===== src/rtl/ent_pkg.sv =====
// Shared types and constants for the entity table scan: slot codes, scan states and box records.
// Also provides the inclusive box containment test used by the pixel lookup.
package ent_pkg;

  localparam int N_SLOTS_DEF = 4;
  localparam int SLOT_MAX    = 4;

  // Entity code per slot: food, enemy, then two spare codes
  localparam logic [9:0] SLOT_CODE [SLOT_MAX] = '{10'd0, 10'd2, 10'd4, 10'd6};

  typedef enum logic [1:0] {
    IDLE,
    DRIVE,
    CAPT,
    DONE
  } scan_state_t;

  typedef struct packed {
    logic [7:0] tlx;
    logic [7:0] tly;
    logic [7:0] brx;
    logic [7:0] bry;
  } box_t;

  function automatic logic box_hit(input box_t b, input logic [9:0] x, input logic [9:0] y);
    return ({2'b00, b.tlx} <= x) && (x <= {2'b00, b.brx}) &&
           ({2'b00, b.tly} <= y) && (y <= {2'b00, b.bry});
  endfunction

endpackage


===== src/rtl/frame_edge_sync.sv =====
// Brings the vsync-rate frame tick into the system clock domain and emits a one-cycle pulse
// on each rising edge; shared by any block that works at frame rate.
module frame_edge_sync (
  input  logic clk,
  input  logic rst,
  input  logic frame_clk,
  output logic fedge
);

  logic sync1;
  logic sync2;
  logic prev;

  always_ff @(posedge clk or posedge rst) begin
    if (rst) begin
      sync1 <= 1'b0;
      sync2 <= 1'b0;
      prev  <= 1'b0;
    end else begin
      sync1 <= frame_clk;
      sync2 <= sync1;
      prev  <= sync2;
    end
  end

  assign fedge = sync2 & ~prev;

endmodule


===== src/rtl/entity_scan_controller.sv =====
// Walks the entity table once per frame, keeps a local copy of every bounding box for the
// colour mapper's per-pixel lookup, and turns eaten/hurt flags into score, lives and game over.
module entity_scan_controller
  import ent_pkg::*;
#(
  parameter int N_SLOTS    = N_SLOTS_DEF,
  parameter int SETTLE     = 2,
  parameter int LIVES_INIT = 3,
  parameter int INVULN_FRM = 30
) (
  input  logic       Clk,
  input  logic       Reset,
  input  logic       frame_clk,
  input  logic       eaten,
  input  logic       hurt,
  input  logic [7:0] TLX,
  input  logic [7:0] TLY,
  input  logic [7:0] BRX,
  input  logic [7:0] BRY,
  input  logic [9:0] DrawX,
  input  logic [9:0] DrawY,
  output logic [9:0] Entity,
  output logic       pix_hit,
  output logic [1:0] pix_slot,
  output logic [7:0] score,
  output logic [1:0] lives,
  output logic       game_over,
  output logic       scan_busy,
  output logic       overrun
);

  scan_state_t         state;
  logic [1:0]          slot;
  logic [3:0]          cnt;
  box_t                box [SLOT_MAX];
  logic [SLOT_MAX-1:0] slot_valid;
  logic [5:0]          invuln;
  logic                fedge;
  logic                hit_any;
  logic [1:0]          hit_idx;

  frame_edge_sync u_sync (
    .clk       (Clk),
    .rst       (Reset),
    .frame_clk (frame_clk),
    .fedge     (fedge)
  );

  // scan_busy stays up for one IDLE cycle after DONE so a late frame edge there counts as overrun
  always_ff @(posedge Clk or posedge Reset) begin
    if (Reset) begin
      state      <= IDLE;
      slot       <= '0;
      cnt        <= '0;
      Entity     <= SLOT_CODE[0];
      scan_busy  <= 1'b0;
      overrun    <= 1'b0;
      slot_valid <= '0;
      for (int k = 0; k < SLOT_MAX; k++) box[k] <= '0;
    end else begin
      if (fedge && scan_busy) overrun <= 1'b1;
      case (state)
        IDLE: begin
          if (fedge && !scan_busy) begin
            state     <= DRIVE;
            slot      <= '0;
            cnt       <= 4'(SETTLE - 1);
            Entity    <= SLOT_CODE[0];
            scan_busy <= 1'b1;
          end else begin
            scan_busy <= 1'b0;
          end
        end
        DRIVE: begin
          if (cnt == 4'd0) state <= CAPT;
          else             cnt   <= cnt - 4'd1;
        end
        CAPT: begin
          box[slot]        <= '{tlx: TLX, tly: TLY, brx: BRX, bry: BRY};
          slot_valid[slot] <= 1'b1;
          if (slot == 2'(N_SLOTS - 1)) begin
            state  <= DONE;
            Entity <= SLOT_CODE[0];
          end else begin
            state  <= DRIVE;
            slot   <= slot + 2'd1;
            cnt    <= 4'(SETTLE - 1);
            Entity <= SLOT_CODE[slot + 2'd1];
          end
        end
        DONE:    state <= IDLE;
        default: state <= IDLE;
      endcase
    end
  end

  always_ff @(posedge Clk or posedge Reset) begin
    if (Reset) begin
      score     <= '0;
      lives     <= 2'(LIVES_INIT);
      game_over <= 1'b0;
      invuln    <= '0;
    end else if (fedge && !game_over) begin
      if (eaten && score != 8'hFF) score <= score + 8'd1;
      if (hurt && invuln == 6'd0 && lives != 2'd0) begin
        lives  <= lives - 2'd1;
        invuln <= 6'(INVULN_FRM);
        if (lives == 2'd1) game_over <= 1'b1;
      end else if (invuln != 6'd0) begin
        invuln <= invuln - 6'd1;
      end
    end
  end

  // Descending walk so the lowest-numbered hit wins
  always_comb begin
    hit_any = 1'b0;
    hit_idx = '0;
    for (int k = SLOT_MAX - 1; k >= 0; k--) begin
      if (slot_valid[k] && box_hit(box[k], DrawX, DrawY)) begin
        hit_any = 1'b1;
        hit_idx = 2'(k);
      end
    end
  end

  always_ff @(posedge Clk or posedge Reset) begin
    if (Reset) begin
      pix_hit  <= 1'b0;
      pix_slot <= '0;
    end else begin
      pix_hit  <= hit_any;
      pix_slot <= hit_idx;
    end
  end

endmodule


===== config.mk =====
export PLATFORM = sky130hd
export DESIGN_NAME = entity_scan_controller
export DESIGN_NICKNAME = d
export VERILOG_FILES = /design/src/rtl/ent_pkg.sv /design/src/rtl/frame_edge_sync.sv /design/src/rtl/entity_scan_controller.sv
export SDC_FILE = /design/constraint.sdc
export NUM_CORES = 1
export LEC_CHECK = 0
export BUFFER_PORTS_ARGS = -buffer_cell sky130_fd_sc_hd__buf_4
export CAP_MARGIN = 10
export CORE_ASPECT_RATIO = 1.25
export CORE_MARGIN = 2
export CORE_UTILIZATION = 60
export CTS_CLUSTER_DIAMETER = 120
export DETAILED_ROUTE_END_ITERATION = 8
export PLACE_DENSITY = 0.84
export SETUP_SLACK_MARGIN = 0.5
export SLEW_MARGIN = 15
export SYNTH_ARGS = -nofsm -noshare
export SYNTH_HDL_FRONTEND = slang
export SYNTH_SLANG_ARGS = --single-unit

===== constraint.sdc =====
create_clock -name Clk -period 5.16 [get_ports Clk]
set_input_delay 0.258 -clock Clk [delete_from_list [all_inputs] [get_ports Clk]]
set_output_delay 0.258 -clock Clk [all_outputs]
set_load 0.01 [all_outputs]

Yosys cells after proc, flatten, opt, wreduce, memory -nomap -nowiden. Index checks and enable logic that the tools add are counted. W data, S select, Z words.

Output and inout port bits: 26. Input bits: 57. Word-level logic and storage cells: 148. Bits in registers: 175.

Bitwise operators: 5. Equality and inequality tests: 10. Reduce and logical (&&, ||, !) cells: 42. Add/sub/neg operators: 5. Muxes and demuxes: 33. Order comparisons: 21.

Operators with widths (number): $bwmux W128 (1); $le A10 B8 Y1 (8); $le A8 B10 Y1 (8); $demux W32 S2 (1); $mux W10 (4); $mux W32 (1); $logic_and A1 B1 Y1 (24); $bmux W10 S2 (1); $pmux W10 S2 (1); $mux W2 (9); $mux W4 (3); $mux W6 (2); $pmux W4 S3 (1); $reduce_and A2 Y1 (5); $add A8 B1 Y8 const B (1); $ne A2 B2 Y1 const B (4); $ne A8 B8 Y1 const B (1); $pmux W2 S4 (1); $eq A2 B2 Y1 const B (3); $ge A3 B3 Y1 const B (2); $logic_not A6 Y1 (1); $mux W1 (6); $not A2 Y3 (2); $reduce_and A3 Y1 (2); 20 further kinds (24).

Depth between registers and ports, before layout. Gate-level depths: netlist (run 1).

Depth in word-level cells: 9. Depth in mapped cells: 9.

Cells and area by module. A second synthesis (run 1) with hierarchy kept.

Cells, all modules: 856. Area total of the unflattened synthesis: 9676.8 µm².

By module, submodules not included: entity_scan_controller (area each 9584.2 µm², instances 1, cells each 851); frame_edge_sync (area each 92.6 µm², instances 1, cells each 5).

Least setup slack after synthesis (run 1). Ideal clock, no wire load.

Kind: flip-flop to flip-flop. Start: register box[95] in the netlist's numbering. End: register pix_slot[1]. Path buffers: 0. Data arrival time: 1.919 ns. Slack: 3.121 ns. Clock period less this slack: 2.039 ns. Cell stages (with the launch flop): 8. Cells stage by stage: dfrtp_1 > ha_1 > a211o_1 > a2111oi_4 > o211ai_1 > or4b_4 > nand2_1 > nor2_1.

Cells in the longest elaborated chain, start to end: 7.

Ends and longest elaborated chain: start, declared (line entity_scan_controller.sv:35) `box_t box [SLOT_MAX];`; start signal, assigned by index (line entity_scan_controller.sv:79) `box[slot] <= '{tlx: TLX, tly: TLY, brx: BRX, bry: BRY};`; $le A8 B10 Y1 (line ent_pkg.sv:26) `return ({2'b00, b.tlx} <= x) && (x <= {2'b00, b.brx}) &&`; $logic_and A1 B1 Y1 (2 in a row) (line ent_pkg.sv:26); $logic_and A1 B1 Y1 (line ent_pkg.sv:27) `({2'b00, b.tly} <= y) && (y <= {2'b00, b.bry});`; $logic_and A1 B1 Y1 (line entity_scan_controller.sv:120) `if (slot_valid[k] && box_hit(box[k], DrawX, DrawY)) begin`; $mux W2 (2 in a row) (line entity_scan_controller.sv:120); via hit_idx[1] (line entity_scan_controller.sv:40) `logic [1:0] hit_idx;`; end signal, assigned (line entity_scan_controller.sv:133) `pix_slot <= hit_idx;`; end, declared (line entity_scan_controller.sv:24) `output logic [1:0] pix_slot,`.

The timed path passes the listed nets, and every way through them passes these cells. A chain may end at the register's enable or synchronous reset.

Final worst setup path (run 1).
Start: register state[1]. End: register cnt[3].

Cells in the longest elaborated chain, start to end: 3. Elaborated cells on any way between the ends: 9. Those cells by class: eq/ne: 5; mux: 1; reduce/logical: 3.

Ends and longest elaborated chain: start, declared (line entity_scan_controller.sv:32) `scan_state_t state;`; start signal, assigned (line entity_scan_controller.sv:52) `state <= IDLE;`; start signal, assigned (line entity_scan_controller.sv:65) `state <= DRIVE;`; start signal, assigned (line entity_scan_controller.sv:75) `if (cnt == 4'd0) state <= CAPT;`; $eq A2 B1 Y1 (tied with other cells) (line entity_scan_controller.sv:62) `case (state)`; $ne A2 B2 Y1 (no line) or $reduce_bool A3 Y1 (tied branches); $reduce_and A4 Y1 (no line); end signal, assigned (line entity_scan_controller.sv:67) `cnt <= 4'(SETTLE - 1);`; end signal, assigned (line entity_scan_controller.sv:76) `else cnt <= cnt - 4'd1;`; end signal, assigned (line entity_scan_controller.sv:87) `cnt <= 4'(SETTLE - 1);`; end, declared (line entity_scan_controller.sv:34) `logic [3:0] cnt;`.

Several ways; a longest one is shown, not always the timed one.

==> run_results.csv, run 1 <==
group,metric,value,unit
power,irDropWorstVdd,0.000324,V
die,dieHeight,146,um
logic_synthesis,syn_inst,849,
critical_path,arrival,2.79,ns
sta,worstMarginPinSlew,0.990,ns
placement,io_buffers,74,
sta,fin_crit_sh,48.0,%
critical_path,reg2reg_slack,2.68,ns
logic_synthesis,synth_area,9690,um^2
sta,rsz0062_at_grt,"no",
critical_path,crit_fanout,35,
sta,max_slew_margin,33.8,%
sta,final_max_slew_viol_count,0,
routing,drcViolationCount,0,
logic_synthesis,yosysTopAreaCellShare,42.6,%
logic_synthesis,synth_edf_count,0,
logic_synthesis,yosysTopAreaCell,"dfrtp_1",
cts,cts_sinks,167,
critical_path,regToRegEndpoint,"cnt[3]",
cts,cts-root-buf,"clkbuf_16",
cts,cts_hold_buf,1,
global_route,grt_pass1_wl,36.4,mm
global_route,grt_max_degree,168,
global_route,grt_pass1_vias,7434,
power,netSwitchingPower,2.05,mW
routing,vias,6799,
global_route,grtUsageTotal,26.5,%
power,leakage,5.45,nW
routing,ant_nets,0,
logic_synthesis,ys.flop_type,"dfrtp_1",
power,p_int,3.94,mW
logic_synthesis,netlist_top_cells_area,"dfrtp_1 43%, ha_1 18%, mux2_2 15%, inv_1 3.9%, a21oi_1 1.8%",
critical_path,cpLargestDelayFamily,"simple AND/OR/NAND/NOR gates",
placement,hpwl,15.1,mm
global_route,grt_overflow,0,
finish,antenna_cells,0,
sta,hold_viol,0,
finish,syn_to_final_growth,14.6,%
power,clock_power_share,23.1,%
routing,wirelength,21.0,mm
logic_synthesis,syn_area_per_cell,11.4,um^2
cts,cts_setup_buffers,0,
die,fp.dieW,118,um
routing,wl_per_cell,18.2,um
cts,clockBufferDepth,2,
routing,drtPass1Iterations,5,
sta,setup_viol,0,
power,p_sw_share,34.2,%
critical_path,critPathCaptureType,"register",
sta,hold_slack,0.0345,ns
worst_hold_path,worstHoldPathType,"in -> async",
cts,clk_latency,0.44,ns
critical_path,setup.worst_path.start_class,"register",
logic_synthesis,async_flop_share,100,%
die,ioPinCount,83,
cts,cts_inserted_buffers,17,
cts,htreeDepth,4,
sta,skew,0.00968,ns
power,powerDensity,540,nW/um^2
critical_path,cp_slowest_cell,"nand2_2",
logic_synthesis,synth-warning-count,0,
critical_path,critical_path_class,"reg -> reg",
critical_path,worstPathRequired,5.47,ns
die,die_area,17200,um^2
status,status,"finished, final reports clean",
cts,cts_tree,"done",
finish,final_util,70.7,%
die,rows,51,
placement,gp_congestion,0.878,
routing,vias_per_cell,5.88,
power,combPwrFrac,39.6,%
finish,layout-drive-gt1-share,26.5,%
critical_path,critical_path_buf_inv_count,0,
logic_synthesis,ys_ff_latch,167,
critical_path,rr_worst_depth,6,
logic_synthesis,yosysSeqAreaShare,43.2,%
critical_path,crit_path_max_incr_delay,0.74,ns
critical_path,path_cells,"nor2b_1, nand2_2, nand2_1, nor3_1, a21oi_1, o21ai_0",
cts,cts_resized,0,
critical_path,r2r_start,"state[1]",
cts,clk_pin_slew,0.07,ns
sta,period_needed,2.48,ns
logic_synthesis,synth.distinct_cells,52,
die,coreArea,15700,um^2
finish,final_nets,1126,
routing,drt_iter0_drc,310,
power,seqPwrFrac,37.3,%
sta,max_freq,0.403,GHz
flow_run,drv_cap,0,
sta,setup_tns,0,ns
die,start_util,61.7,%
global_route,antenna_found_initial,0,
metrics by stage:
step                      area (um^2)  worst slack, ns  cells  power, mW
after CTS                       11100             2.72   1156       6.02
after detailed placement        10400             2.81   1123       4.58
final                           11100             2.68   1156       6.00
after floorplan                  9720             2.78    856       3.91
after global routing            11100             2.48   1156       6.47
after global placement          10400             2.90   1123       4.45
worst max-delay path by stage:
stage             start          end  cells after the start
3_5_place_dp   state[0]       cnt[3]                      6
2_1_floorplan     Reset    Entity[1]                      1
4_1_cts        state[1]       cnt[3]                      6
3_3_place_gp   DrawX[7]  pix_slot[1]                      9
6_report       state[1]       cnt[3]                      6
5_1_grt        state[1]       cnt[3]                      6
power by group through the flow:
stage	Combinational, mW	Sequential, mW	Clock (mW)
after floorplan	1.78	2.13	0
after global placement	2.23	2.22	0
after detailed placement	2.33	2.25	0
after CTS	2.38	2.23	1.41
after global routing	2.69	2.31	1.47
final	2.37	2.24	1.39
kinds of logic after synthesis:
kind of cell / Yosys count / synth area share [%]
muxes: 131 / 15.2
AOI/OAI and AO/OA: 134 / 9.38
DFF: 167 / 43.2
and+or+nand+nor: 142 / 7.94
adders and majority gates: 138 / 17.8
buffers and inverters: 123 / 5.26
other: 1 / 0.0387
xor gates and xnor gates: 13 / 1.18
final cells by class:
cell class,count,area [um^2]
clock buffers,19,453
inverters,100,379
well taps,212,265
flip-flops and latches,167,4180
fillers,1160,4590
clock inverters,13,191
multi-input cells,566,5020
repair buffers,79,608
state kept, by name (all words and copies together) (netlist names):
| register | cells |
|---|---|
| cnt | 4 |
| invuln | 6 |
| overrun | 1 |
| state | 2 |
| pix_hit | 1 |
| pix_slot | 2 |
| score | 8 |
| lives | 2 |
| u_sync.sync2 | 1 |
| slot_valid | 4 |
| Entity | 2 |
| u_sync.prev | 1 |
| u_sync.sync1 | 1 |
| slot | 2 |
| scan_busy | 1 |
| box | 128 |
| game_over | 1 |
worst reg2reg max path: stages (launching register included):
cell	delay [ns]
dfrtp_1	0.39
nor2b_1	0.57
nand2_2	0.74
nand2_1	0.39
nor3_1	0.08
a21oi_1	0.11
o21ai_0	0.08
synthesized netlist by cell type (all sizes together), types with 2 or more instances:
cell       n
o21bai     4
nor4       4
a21oi     35
and4       3
a21o       6
nor2      17
dfstp      2
xor2       4
a211oi    13
o221ai     5
ha       138
a31oi      2
a211o      5
or3        2
o21a      12
inv      100
a22o       3
a2111oi    5
a21boi     2
a221oi     2
nand4     22
mux2     130
nand3     16
o211ai     7
xnor2      9
dfrtp    165
nor3       5
o22ai      6
buf       22
and3       9
o21ai     22
nand3b     3
nand2b    11
nand2     35
nor2b     11
per-layer routing:
layer | up-vias | routed length (um) | global-route usage (%)
li1 | 3192 | - | -
met1 | 3375 | 8390 | 31.5
met2 | 170 | 10900 | 45.7
met3 | 62 | 928 | 5.51
met4 | 0 | 777 | 12.9
met5 | - | 0 | 0
cells in the final DEF, fill, tap and decap left out, types with 4 or more instances in the layout:
master	instances
nor3_1	5
clkinvlp_4	4
inv_6	5
ha_1	138
xnor2_1	9
o22ai_1	6
conb_1	8
o221ai_1	5
and3_1	9
nor2b_1	11
a2111oi_0	4
nor2_1	17
inv_1	99
buf_4	77
nand4_1	22
a211o_1	5
bufinv_16	4
o211ai_1	7
o21bai_1	4
dfrtp_1	165
mux2_2	130
a21o_1	6
a21oi_1	35
nand2b_1	11
nand2_1	34
clkbuf_16	17
nand3_1	16
o21a_1	12
xor2_1	4
o21ai_0	21
a211oi_1	13
Power figures use the tool's default switching activity.
==> run 2, diff against run 1 <==
--- a/config.mk
+++ b/config.mk
@@ -9,10 +9,10 @@
 export CAP_MARGIN = 10
 export CORE_ASPECT_RATIO = 1.25
 export CORE_MARGIN = 2
-export CORE_UTILIZATION = 60
+export CORE_UTILIZATION = 55
 export CTS_CLUSTER_DIAMETER = 120
 export DETAILED_ROUTE_END_ITERATION = 8
-export PLACE_DENSITY = 0.84
+export PLACE_DENSITY = 0.81
 export SETUP_SLACK_MARGIN = 0.5
 export SLEW_MARGIN = 15
 export SYNTH_ARGS = -nofsm -noshare
==> constraint.sdc (replaced) <==
create_clock -name Clk -period 2 [get_ports Clk]
set_input_delay 0.1 -clock Clk [delete_from_list [all_inputs] [get_ports Clk]]
set_output_delay 0.1 -clock Clk [all_outputs]
set_load 0.01 [all_outputs]
==> run_results.csv, run 2 (synthesized netlist as in run 1, its figures left out) <==
group,metric,value,unit
status,status,"complete, but fails checks",
status,violations,"negative setup slack",
finish,layout-drive-gt1-share,41.3,%
die,coreArea,17400,um^2
placement,io_buffers,74,
critical_path,cpLargestDelayFamily,"simple AND/OR/NAND/NOR gates",
global_route,grtUsageTotal,30.1,%
sta,setup_viol,3,
routing,vias_per_cell,6.27,
finish,antenna_cells,0,
finish,final_nets,1262,
global_route,met1_usage,34.6,%
critical_path,worstPathRequired,2.33,ns
sta,hold_viol,0,
sta,hold_slack,0.101,ns
sta,max_freq,0.446,GHz
cts,clk_pin_slew,0.07,ns
power,irDropWorstVdd,0.000755,V
routing,drcViolationCount,0,
critical_path,critPathCaptureType,"register",
global_route,antenna_found_initial,0,
die,rows,54,
routing,ant_nets,0,
critical_path,critical_path_class,"reg -> reg",
finish,final_cell_mix,"159 x dfrtp_1, 149 x buf_4, 119 x ha_1",
sta,max_slew_margin,46.1,%
finish,multi_input_area,5950,um^2
flow_run,drv_cap,0,
sta,period_needed,2.24,ns
power,combPwrFrac,48.1,%
power,seqPwrFrac,31.2,%
global_route,use_met2,50.4,%
power,leakage,6.73,nW
cts,cts_tree,"done",
sta,layout_setup_ws,-0.242,ns
finish,n_fill_cell,907,
routing,drtPass1Iterations,6,
die,start_util,55.8,%
critical_path,path_cells,"ha_2, a2111oi_4, and3_1, nor4_2, buf_4, nor4_4, nand2b_4, a21boi_2",
critical_path,timing.critical_path.from,"box[54]",
die,dieHeight,152,um
finish,layout.cells.non_filler,1304,
placement,gp_congestion,0.904,
global_route,grt_pass1_wl,42.6,mm
die,fp.dieW,123,um
routing,vias,8179,
critical_path,crit_fanout,3,
finish,largest_register,"box",
cts,cts_inserted_buffers,17,
sta,worstMarginPinSlew,0.806,ns
critical_path,arrival,2.57,ns
finish,syn_to_final_growth,40.4,%
global_route,grt_pass1_vias,8260,
critical_path,setup.worst_path.start_class,"register",
critical_path,crit_path_max_incr_delay,0.43,ns
worst_hold_path,worstHoldStart,"hurt",
finish,final_common_cell,"dfrtp_1",
sta,skew,0.00876,ns
global_route,grt_max_degree,32,
cts,cts-root-buf,"clkbuf_16",
power,p_sw_share,35.9,%
die,die_area,18700,um^2
sta,final_max_slew_viol_count,0,
cts,htreeDepth,4,
cts,cts_sinks,167,
cts,clk_latency,0.44,ns
placement,hpwl,16.2,mm
worst_hold_path,worstHoldPathType,"in -> reg",
cts,clockBufferDepth,2,
critical_path,critical_path_buf_inv_count,1,
power,p_int,12.2,mW
sta,rsz0062_at_grt,"yes",
finish,seqCellArea,4190,um^2
global_route,grtUsageMet3,6.14,%
sta,fin_crit_sh,112,%
power,powerDensity,1400,nW/um^2
routing,wl_per_cell,24.4,um
global_route,busiest_layer,"met2",
power,netSwitchingPower,6.82,mW
routing,wirelength,31.8,mm
global_route,grt_overflow,0,
routing,drt_iter0_drc,742,
power,clock_power_share,20.7,%
critical_path,r2r_start,"box[54]",
placement,dp_slack,-0.265,ns
critical_path,cp_slowest_cell,"dfrtp_1",
die,ioPinCount,83,
finish,reg_top3,"box (128), score (8), invuln (6)",
finish,largest_reg_flops,128,
placement,placed_cells,1180,
[run 2: cell count changes in the layout (fill, tap and decap cells not counted), sizes merged]
| cell | before | now |
|---|---|---|
| clkinvlp | 4 | 2 |
| dlygate4sd3 | 1 | 34 |
| buf | 78 | 176 |
| clkinv | 1 | 2 |
| bufinv | 4 | 7 |
| clkbuf | 19 | 26 |
| inv | 104 | 100 |
[run 2: area by class of cell]
type	instances	share of cell area, %
flip-flops and latches	167	30.8
multi-input cells	566	43.8
inverters	100	2.79
clock buffers	21	3.31
repair buffers	215	15.5
well taps	224	2.06
clock inverters	11	1.79
[run 2: per-layer routing]
metal / share of wire, % / vias up
met5: 0 / -
met4: 7.4 / 0
met3: 7.6 / 199
met2: 49 / 449
met1: 36 / 4050
li1: - / 3481
[run 2: worst min-delay path, stage by stage]
cell      delay (ns)
buf_4           0.12
nand2b_4        0.09
or3_4           0.18
o21ai_2         0.06
[run 2: path summary, 6_finish.rpt]
| path | end | slack [ns] | cells past startpoint |
|---|---|---|---|
| min | lives[1] | 0.10 | 4 |
| max reg2reg | pix_slot[0] | -0.24 | 8 |
| min reg2reg | u_sync.sync2 | 0.35 | 0 |
| max in group asynchronous | box[71] | 0.98 | 4 |
| max | pix_slot[0] | -0.24 | 8 |
| min in group asynchronous | box[67] | 0.37 | 3 |
[run 2: power groups by stage]
stage                     Clock, mW  Sequential [mW]  Combinational, mW
after floorplan                   0             5.50               4.60
after global placement            0             5.68               6.02
after detailed placement          0             5.75               6.27
after CTS                      3.92             5.73               7.12
after global routing           4.10             6.05               9.74
final                          3.94             5.93               9.15
[run 2: per-stage QoR]
| stage | total power, mW | utilization [%] | instance area (um^2) | setup TNS, ns |
|---|---|---|---|---|
| after floorplan | 10.1 | - | 9810 | -37.14 |
| after global placement | 11.7 | 63.1 | 11000 | -0.121 |
| after detailed placement | 12.0 | 63.1 | 11000 | -0.637 |
| after CTS | 16.8 | 73.1 | 12700 | -0.132 |
| after global routing | 19.9 | 78.3 | 13600 | -0.630 |
| final | 19.0 | 78.3 | 13600 | -0.571 |
[run 2: what timing repair did]
action	4_1_cts	5_1_grt
gates resized for setup	72	137
endpoints found under the setup margin	89	153
buffers inserted	25	20
hold buffers	34	0
gates cloned	8	5
hold endpoints to repair	146	0
pin swaps	25	39
